[src/rtl/countdown_display_if.sv]
// Handshake bundle between the countdown display and its driver: clock enable,
// the two remaining-time values, and the display/status outputs.
interface countdown_display_if;
   logic       ce;
   logic [6:0] timeLeftNS;
   logic [6:0] timeLeftEW;
   logic [3:0] an;
   logic [6:0] seg;
   logic       busy;
   logic       upd;

   modport master (
      output ce, timeLeftNS, timeLeftEW,
      input  an, seg, busy, upd
   );

   modport slave (
      input  ce, timeLeftNS, timeLeftEW,
      output an, seg, busy, upd
   );
endinterface

[src/rtl/countdown_display.sv]
// Converts the NS/EW remaining-time values to BCD with a sequential double-dabble
// engine and scans them onto a 4-digit common-anode 7-segment display.
module countdown_display #(
   parameter int SCAN_DIV = 4
) (
   input logic               clk,
   input logic               rst,
   countdown_display_if.slave bus
);

   localparam int CNT_W = (SCAN_DIV > 1) ? $clog2(SCAN_DIV) : 1;

   typedef enum logic [1:0] {IDLE, CONV_NS, CONV_EW, UPDATE} state_t;

   state_t      r_state;
   state_t      w_state_nxt;
   logic [2:0]  r_iter;
   logic [2:0]  w_iter_nxt;
   logic        r_upd;
   logic        w_load_disp;

   logic [6:0]  r_src;
   logic [6:0]  w_src_nxt;
   logic [7:0]  r_bcd;
   logic [7:0]  w_bcd_nxt;
   logic [6:0]  r_cap_ew;
   logic [6:0]  w_cap_ew_nxt;
   logic [7:0]  r_ns_bcd;
   logic [7:0]  w_ns_bcd_nxt;
   logic [7:0]  w_dd;

   // {NS tens, NS ones, EW tens, EW ones}, indexed by the digit index
   logic [15:0] r_disp;
   logic [CNT_W-1:0] r_cnt;
   logic [1:0]  r_idx;
   logic [3:0]  r_an;
   logic [6:0]  r_seg;
   logic [3:0]  w_digit;
   logic [6:0]  w_seg;

   function automatic logic [6:0] clamp99(input logic [6:0] v);
      return (v > 7'd99) ? 7'd99 : v;
   endfunction

   function automatic logic [7:0] dabble(input logic [7:0] bcd, input logic msb);
      logic [7:0] adj;
      adj = bcd;
      if (adj[3:0] >= 4'd5) adj[3:0] = adj[3:0] + 4'd3;
      if (adj[7:4] >= 4'd5) adj[7:4] = adj[7:4] + 4'd3;
      return {adj[6:0], msb};
   endfunction

   function automatic logic [6:0] seg_decode(input logic [3:0] d);
      logic [6:0] s;
      case (d)
         4'd0:    s = 7'b1000000;
         4'd1:    s = 7'b1111001;
         4'd2:    s = 7'b0100100;
         4'd3:    s = 7'b0110000;
         4'd4:    s = 7'b0011001;
         4'd5:    s = 7'b0010010;
         4'd6:    s = 7'b0000010;
         4'd7:    s = 7'b1111000;
         4'd8:    s = 7'b0000000;
         4'd9:    s = 7'b0010000;
         default: s = 7'b1111111;
      endcase
      return s;
   endfunction

   assign w_dd = dabble(r_bcd, r_src[6]);

   always_comb begin
      w_state_nxt  = r_state;
      w_iter_nxt   = r_iter;
      w_src_nxt    = r_src;
      w_bcd_nxt    = r_bcd;
      w_cap_ew_nxt = r_cap_ew;
      w_ns_bcd_nxt = r_ns_bcd;
      w_load_disp  = 1'b0;
      case (r_state)
         IDLE: begin
            w_src_nxt    = clamp99(bus.timeLeftNS);
            w_cap_ew_nxt = clamp99(bus.timeLeftEW);
            w_bcd_nxt    = 8'd0;
            w_iter_nxt   = 3'd0;
            w_state_nxt  = CONV_NS;
         end
         CONV_NS: begin
            w_bcd_nxt  = w_dd;
            w_src_nxt  = {r_src[5:0], 1'b0};
            w_iter_nxt = r_iter + 3'd1;
            if (r_iter == 3'd6) begin
               w_ns_bcd_nxt = w_dd;
               w_src_nxt    = r_cap_ew;
               w_bcd_nxt    = 8'd0;
               w_iter_nxt   = 3'd0;
               w_state_nxt  = CONV_EW;
            end
         end
         CONV_EW: begin
            w_bcd_nxt  = w_dd;
            w_src_nxt  = {r_src[5:0], 1'b0};
            w_iter_nxt = r_iter + 3'd1;
            if (r_iter == 3'd6) begin
               w_iter_nxt  = 3'd0;
               w_state_nxt = UPDATE;
            end
         end
         UPDATE: begin
            w_load_disp = 1'b1;
            w_state_nxt = IDLE;
         end
         default: w_state_nxt = IDLE;
      endcase
   end

   always_comb begin
      w_digit = r_disp[{r_idx, 2'b00} +: 4];
      w_seg   = seg_decode(w_digit);
      // tens positions sit on odd indices; blank them when zero
      if (r_idx[0] && (w_digit == 4'd0)) w_seg = 7'b1111111;
   end

   always_ff @(posedge clk) begin
      if (!rst) begin
         r_state <= IDLE;
         r_iter  <= 3'd0;
         r_upd   <= 1'b0;
         r_disp  <= 16'd0;
         r_cnt   <= '0;
         r_idx   <= 2'd0;
         r_an    <= 4'b1111;
         r_seg   <= 7'b1111111;
      end else if (bus.ce) begin
         r_state <= w_state_nxt;
         r_iter  <= w_iter_nxt;
         r_upd   <= w_load_disp;
         if (w_load_disp) r_disp <= {r_ns_bcd, r_bcd};
         if (r_cnt == CNT_W'(SCAN_DIV - 1)) begin
            r_cnt <= '0;
            r_idx <= r_idx + 2'd1;
         end else begin
            r_cnt <= r_cnt + 1'b1;
         end
         r_an  <= ~(4'b0001 << r_idx);
         r_seg <= w_seg;
      end
   end

   always_ff @(posedge clk) begin
      if (bus.ce) begin
         r_src    <= w_src_nxt;
         r_bcd    <= w_bcd_nxt;
         r_cap_ew <= w_cap_ew_nxt;
         r_ns_bcd <= w_ns_bcd_nxt;
      end
   end

   assign bus.an   = r_an;
   assign bus.seg  = r_seg;
   assign bus.busy = (r_state != IDLE);
   assign bus.upd  = r_upd;

endmodule

[src/flat_wrapper.sv]
// flat-port wrapper written by rule: the top's interface ports become plain ports
module countdown_display_flat 
#(
   parameter int SCAN_DIV = 4
)
  (clk, rst, bus_ce, bus_timeLeftNS, bus_timeLeftEW, bus_an, bus_seg, bus_busy, bus_upd);
  countdown_display_if bus_i ();
  input logic clk;
  input logic rst;
  input wire logic [$bits(bus_i.ce)-1:0] bus_ce;
  input wire logic [$bits(bus_i.timeLeftNS)-1:0] bus_timeLeftNS;
  input wire logic [$bits(bus_i.timeLeftEW)-1:0] bus_timeLeftEW;
  output wire logic [$bits(bus_i.an)-1:0] bus_an;
  output wire logic [$bits(bus_i.seg)-1:0] bus_seg;
  output wire logic [$bits(bus_i.busy)-1:0] bus_busy;
  output wire logic [$bits(bus_i.upd)-1:0] bus_upd;
  assign bus_i.ce = bus_ce;
  assign bus_i.timeLeftNS = bus_timeLeftNS;
  assign bus_i.timeLeftEW = bus_timeLeftEW;
  assign bus_an = bus_i.an;
  assign bus_seg = bus_i.seg;
  assign bus_busy = bus_i.busy;
  assign bus_upd = bus_i.upd;
  countdown_display #(.SCAN_DIV(SCAN_DIV)) u_core (.clk(clk), .rst(rst), .bus(bus_i));
endmodule
[config.mk]
export PLATFORM = sky130hd
export DESIGN_NAME = countdown_display_flat
export DESIGN_NICKNAME = d
export VERILOG_FILES = /design/src/rtl/countdown_display_if.sv /design/src/rtl/countdown_display.sv /design/src/flat_wrapper.sv
export SDC_FILE = /design/constraint.sdc
export NUM_CORES = 1
export LEC_CHECK = 0
export ABC_AREA = 0
export BUFFER_PORTS_ARGS = -buffer_cell sky130_fd_sc_hd__buf_4
export CORE_MARGIN = 3
export CORE_UTILIZATION = 35
export CTS_CLUSTER_DIAMETER = 30
export DETAILED_ROUTE_END_ITERATION = 16
export GPL_ROUTABILITY_DRIVEN = 0
export PLACE_DENSITY = 0.58
export SLEW_MARGIN = 20
export SYNTH_ARGS = -nofsm -noshare
export SYNTH_HDL_FRONTEND = slang
export SYNTH_SLANG_ARGS = --single-unit
[constraint.sdc]
create_clock -name clk -period 5.8 [get_ports clk]
set_input_delay 0.58 -clock clk [delete_from_list [all_inputs] [get_ports clk]]
set_output_delay 0.58 -clock clk [all_outputs]
set_load 0.01 [all_outputs]
After elaboration in Yosys (flattened, before gate mapping)
Memories as Yosys holds them, arrays and structs flattened.
Index checks and enable logic that the tools add are counted.
Word-level totals
  register bits: 67
  bits in read-only memories: 112
  bits of input ports: 17
  output and inout port bits: 13
  logic and storage cells: 61
  memories: 1
Operators by class
  $add $sub $neg: 5
  $lt $le $gt $ge: 4
  eq/ne operators: 7
  shift operators: 2
  mux-type cells: 15
  bitwise gates (word level): 1
  reductions and logical operators: 14
Memory list
  (name not given): words 16, width 7, rd ports 1, clocked after Yosys merged registers in 0, write ports 0, RTL line countdown_display.sv:55  | case (d)
Operator list (number)
  $pmux 8 s3: 1
  $mux 7: 3
  $pmux 7 s3: 1
  $shiftx 16x5->4: 1
  $gt 7x7->1 const B: 2
  $reduce_and 2->1: 5
  $ge 4x3->1 const B: 2
  $mux 8: 1
  $pmux 2 s4: 1
  $eq 2x2->1 const B: 3
  $mux 2: 3
  $mux 3: 2
  $pmux 3 s2: 1
  $reduce_and 3->1: 2
  $add 2x1->2 const B: 2
  $add 4x2->4 const B: 1
  $logic_not 4->1: 1
  $mux 4: 1
  $ne 2x1->1 const B: 2
  $not 4->4: 1
  $reduce_bool 2->1: 2
  $shl 1x2->4 const A: 1
  $add 3x1->3 const B: 1
  $add 3x2->3 const B: 1
  7 further kinds: 7

Longest topological paths before layout
  word-level depth: 4
  depth in mapped cells: 9
  depth with buffers taken out: 7

Least setup slack after synthesis
Ideal clock, no wire load.
  kind: register to register
  from: register u_core.r_idx[0]
  to: register u_core.r_seg[4], in the netlist u_core.bus.seg[4]
  setup time: 86 ps
  data arrival time: 2140 ps
  data required time: 5714 ps
  path slack: 3574 ps
  cell stages (with the launch flop): 10
  buffers on the path: 2
  period minus slack after synthesis: 2226 ps
  cells stage by stage: dfxtp_1 -> buf_6 -> clkbuf_1 -> mux4_2 -> inv_1 -> ha_1 -> nor3b_1 -> o22ai_1 -> o21ai_0 -> a211oi_1
On the way
  longest elaborated chain between the ends: 4
  elaborated cells between the ends (all ways): 5
  classes of those cells: shift (1); mux (1); reduce/logical (2); memory (1)
RTL lines
  start: declaration: RTL line countdown_display.sv:35  | logic [1:0] r_idx;
  start signal: assignment: RTL line countdown_display.sv:142  | r_idx <= r_idx + 2'd1;
  parallel branches: the longest is 3 deep, another holds $mem_v2 16x7
  $mux 7 (*): RTL line countdown_display.sv:122  | if (r_idx[0] && (w_digit == 4'd0)) w_seg = 7'b1111111;
  end signal: assignment: RTL line countdown_display.sv:147  | r_seg <= w_seg;
  end: declaration: RTL line countdown_display.sv:37  | logic [6:0] r_seg;
Mark *: on every way between the ends.
A chain may end at the register's enable or synchronous reset.

Worst setup path in the final report
Ends and elaborated chain as after synthesis.

==> key figures <==
Outcome
  – Status: completed

CTS
  – # Post-CTS Setup Buffers: 0
  – Resize count post-CTS: 0
  – Reg clk slew, reported paths: approximately 0.08 ns
  – CTS Buf Count: 9
  – Worst-skew pair later-pin latency: between 0.3 and 0.4 ns
  – CTS root buffer: clkbuf_8
  – CTS H-tree lvls: 3
  – Clock sinks: 67
  – Hold buffer count at cts: 0
  – CTS tree: yes
  – Max Buffers Root-to-Sink: 2

Drt
  – Wire per inst: roughly 13 um
  – Total wire length: 6.040 mm
  – Vias: 2307
  – ANT nets after route: 0
  – Routed length on met2: roughly 2.7 mm
  – M1 wire length: 2.941 mm
  – Met3 WL post-DR: 258 um
  – First DRT Iteration DRCs: 69
  – DR top layer: met4
  – DRT Pass-1 Iters: 4
  – DRC viols: 0
  – Number of vias per cell: between 4 and 5

Logic synthesis
  – #FFs+latches synth: 67
  – XOR/XNOR Fraction of Synth Area: 0.7976%
  – Netlist cell types: between 40 and 50
  – Ys Warns: 0
  – Syn nets: 364
  – Dominant cells by area after synthesis: edfxtp_1, dfxtp_1, ha_1
  – Synthesized area per cell: about 10 um2
  – Mapped Cells: roughly 330
  – Cell area after synthesis: 3294 um2
  – Adder-cell area share of the yosys netlist: under 10%
  – Share of the synthesized area in the top cell type: a little over a quarter
  – Simple-gate share of the synthesized area: between 15 and 20%
  – Multiplexer area fraction after synthesis: slightly below 6%
  – Largest family of logic cells by synthesized area: simple AND/OR/NAND/NOR gates
  – Sequential fraction of the synthesis area: roughly 50%
  – Post-synth top area cell: edfxtp_1
  – Synth Area in Compound Gates: approximately 14%

STA
  – Final period util: between 40% and 50%
  – Post-Route Skew: roughly 0.011 ns
  – Final hold vios: 0
  – Setup TNS: 0 ns
  – Fmax: 0.4072 GHz
  – # setup viols final: 0
  – Final Critical Period: about 2.5 ns
  – Worst-margin pin slew: 0.7144 ns
  – Unrepaired setup endpoints after global routing: no
  – Max-slew headroom: 52.31%
  – Fin. max-slew vios: 0

Floorplan
  – Full die area: about 11000 um2
  – Site Rows: 34
  – Core area: ~8900 um2
  – Die Span Y: about 100 um
  – Die X: slightly above 100 um
  – Starting density of the core: between 30% and 40%
  – IO Count: 30

Power
  – P_leak: 1.412 nW
  – Total power: 1.072 mW
  – Pwr dens: between 200 and 300 nW/um2
  – Peak VDD IR: approximately 100 uV

Global routing
  – Number of global-route vias before repair: roughly 2300
  – Total Routing Usage GR: 12.54%
  – Largest net degree at the start of global routing: 34
  – First-pass GRT wire length: ~10 mm
  – Total grt overflow: 0
  – Antenna violations before repair: 0

Place
  – Port Buf Inserts: 29
  – Placed cells: between 400 and 500
  – HPWL Detailed: 4.315 mm
  – Dpl cell area: ~3600 um2

Min path
  – Hold crit path type: in2reg
  – WHS Endpoint: u_core.r_cap_ew[6]
  – Hold path cells: 1
  – Hold path startpoint: bus_timeLeftEW[6]

Finish
  – Post-route cell area: roughly 3800 um2
  – Area Overhead vs Synth: 14.81%
  – Core Util, Final: roughly 42%
  – # fillers: 902
  – Nets: ~390
  – ANT cells: 0
  – Fin cells: 465
  – Layout cell share with drive strength beyond 1: approximately 15%

Critical path
  – CP Launch Type: flip-flop
  – RR Endpoint: u_core.bus.seg[4]
  – Crit Path Max Fanout: 19
  – CP required: between 6 and 7 ns
  – Cell family with most CP delay: flip-flops
  – Largest stage delay on the critical path: 0.78 ns
  – Cell at the slowest stage of the critical path: dfxtp_1
  – Crit end category: flip-flop
  – Critical Path AT: about 2.7 ns
  – CP bufs+invs: 1
  – Crit Path Category: reg2reg
  – Reg-to-Reg Start: u_core.r_idx[0]
  – Worst-path cell chain: mux4_2 -> inv_1 -> ha_1 -> nor3b_1 -> o22ai_1 -> o21ai_0 -> a211oi_1
  – Worst Reg-to-Reg Cells: 7
  – Flop-to-flop setup slack: 3.34 ns

Run
  – Max cap viols: 0
## worst max path at each step
stage / slack (ns) / start / endpoint / cells after the start
final: 3.34 / u_core.r_idx[0] / u_core.bus.seg[4] / 7
after global placement: 3.45 / u_core.r_idx[0] / u_core.bus.seg[4] / 7
after floorplan: 3.57 / u_core.r_idx[0] / u_core.bus.seg[4] / 9
after CTS: 3.32 / u_core.r_idx[0] / u_core.bus.seg[4] / 7
after global routing: 3.15 / u_core.r_idx[0] / u_core.bus.seg[4] / 7
after detailed placement: 3.34 / u_core.r_idx[0] / u_core.bus.seg[4] / 7
## layout by cell type (no fill, tap or decap), types with 3 or more instances in the layout
cell / n
nand3b_1: 4
nand2b_1: 10
and2_1: 7
a21boi_0: 19
buf_4: 30
xnor2_1: 3
mux2_2: 3
mux2i_1: 7
nor3_1: 3
and3_1: 3
clkbuf_8: 9
a211oi_1: 3
edfxtp_1: 30
a21oi_1: 8
nand2_1: 60
inv_1: 19
dfxtp_1: 37
mux4_2: 4
ha_1: 19
o311ai_0: 3
nor2b_1: 8
clkinv_4: 3
nor3b_1: 4
o21ai_0: 16
nor2_1: 17
a22oi_1: 3
## synth_stat cells, drive strengths merged
library cell and n:
and2 7, clkbuf 14, a21boi 19, nand2 60, a311oi 2, a221oi 2
nor3 4, and3 3, nand3 2, and3b 1, inv 19, a211oi 4
o211ai 1, mux2i 7, o22ai 1, mux2 3, nand2b 10, o211a 1
xnor2 3, nor2 17, o311ai 3, a21oi 8, ha 19, nor3b 4
a22oi 3, o21bai 1, buf 3, edfxtp 30, nor4 1, or3 1
a311o 1, nor4bb 1, o311a 2, dfxtp 37, o221a 1, o21ai 17
nand3b 4, nor2b 8, mux4 4
## flip-flops by register name, indices dropped and copies added (netlist names)
register	cells
u_core.r_iter	3
u_core.bus.upd	1
u_core.r_state	2
u_core.bus.seg	7
u_core.r_cap_ew	7
u_core.r_ns_bcd	8
u_core.r_cnt	2
u_core.bus.an	4
u_core.r_idx	2
u_core.r_bcd	8
u_core.r_disp	16
u_core.r_src	7
## layer usage
layer | up-vias | track usage, %
li1 | 1190 | -
met1 | 1061 | 16.43
met2 | 45 | 19.44
met3 | 11 | 2.571
met4 | 0 | 6.673
met5 | - | 0
## stage by stage
stage | hold WS [ns] | worst slack [ns]
2_1_floorplan | 0.4264 | 3.574
3_3_place_gp | 0.4363 | 3.449
3_5_place_dp | 0.4352 | 3.339
4_1_cts | 0.3993 | 3.322
5_1_grt | 0.4084 | 3.153
6_report | 0.4177 | 3.344
## final cells by class
cell class	instances	area (um2)	share of cell area (%)
inverter	19	71.32	1.886
timing repair buffer	30	225.2	5.954
sequential	67	1642	43.40
tap	108	135.1	3.573
clock inverter	7	77.57	2.051
clock buffer	9	123.9	3.275
multi-input combinational	225	1508	39.86
## cell families (layout without fill, tap and decap cells)
family	count (synthesis)	after routing
AND/OR/NAND/NOR	123	123
flip-flops	67	67
AO/OA/AOI/OAI	66	66
buffers and inverters	36	65
adder cells (fa/ha/maj)	19	19
multiplexers	14	14
XOR/XNOR	3	3
## power breakdown
part	internal (mW)	total, mW	switching, mW
sequential	0.529	0.546	0.0169
combinational	0.0582	0.131	0.0726
clock	0.201	0.395	0.194
total	0.788	1.07	0.284
Power figures use the tool's default switching activity.
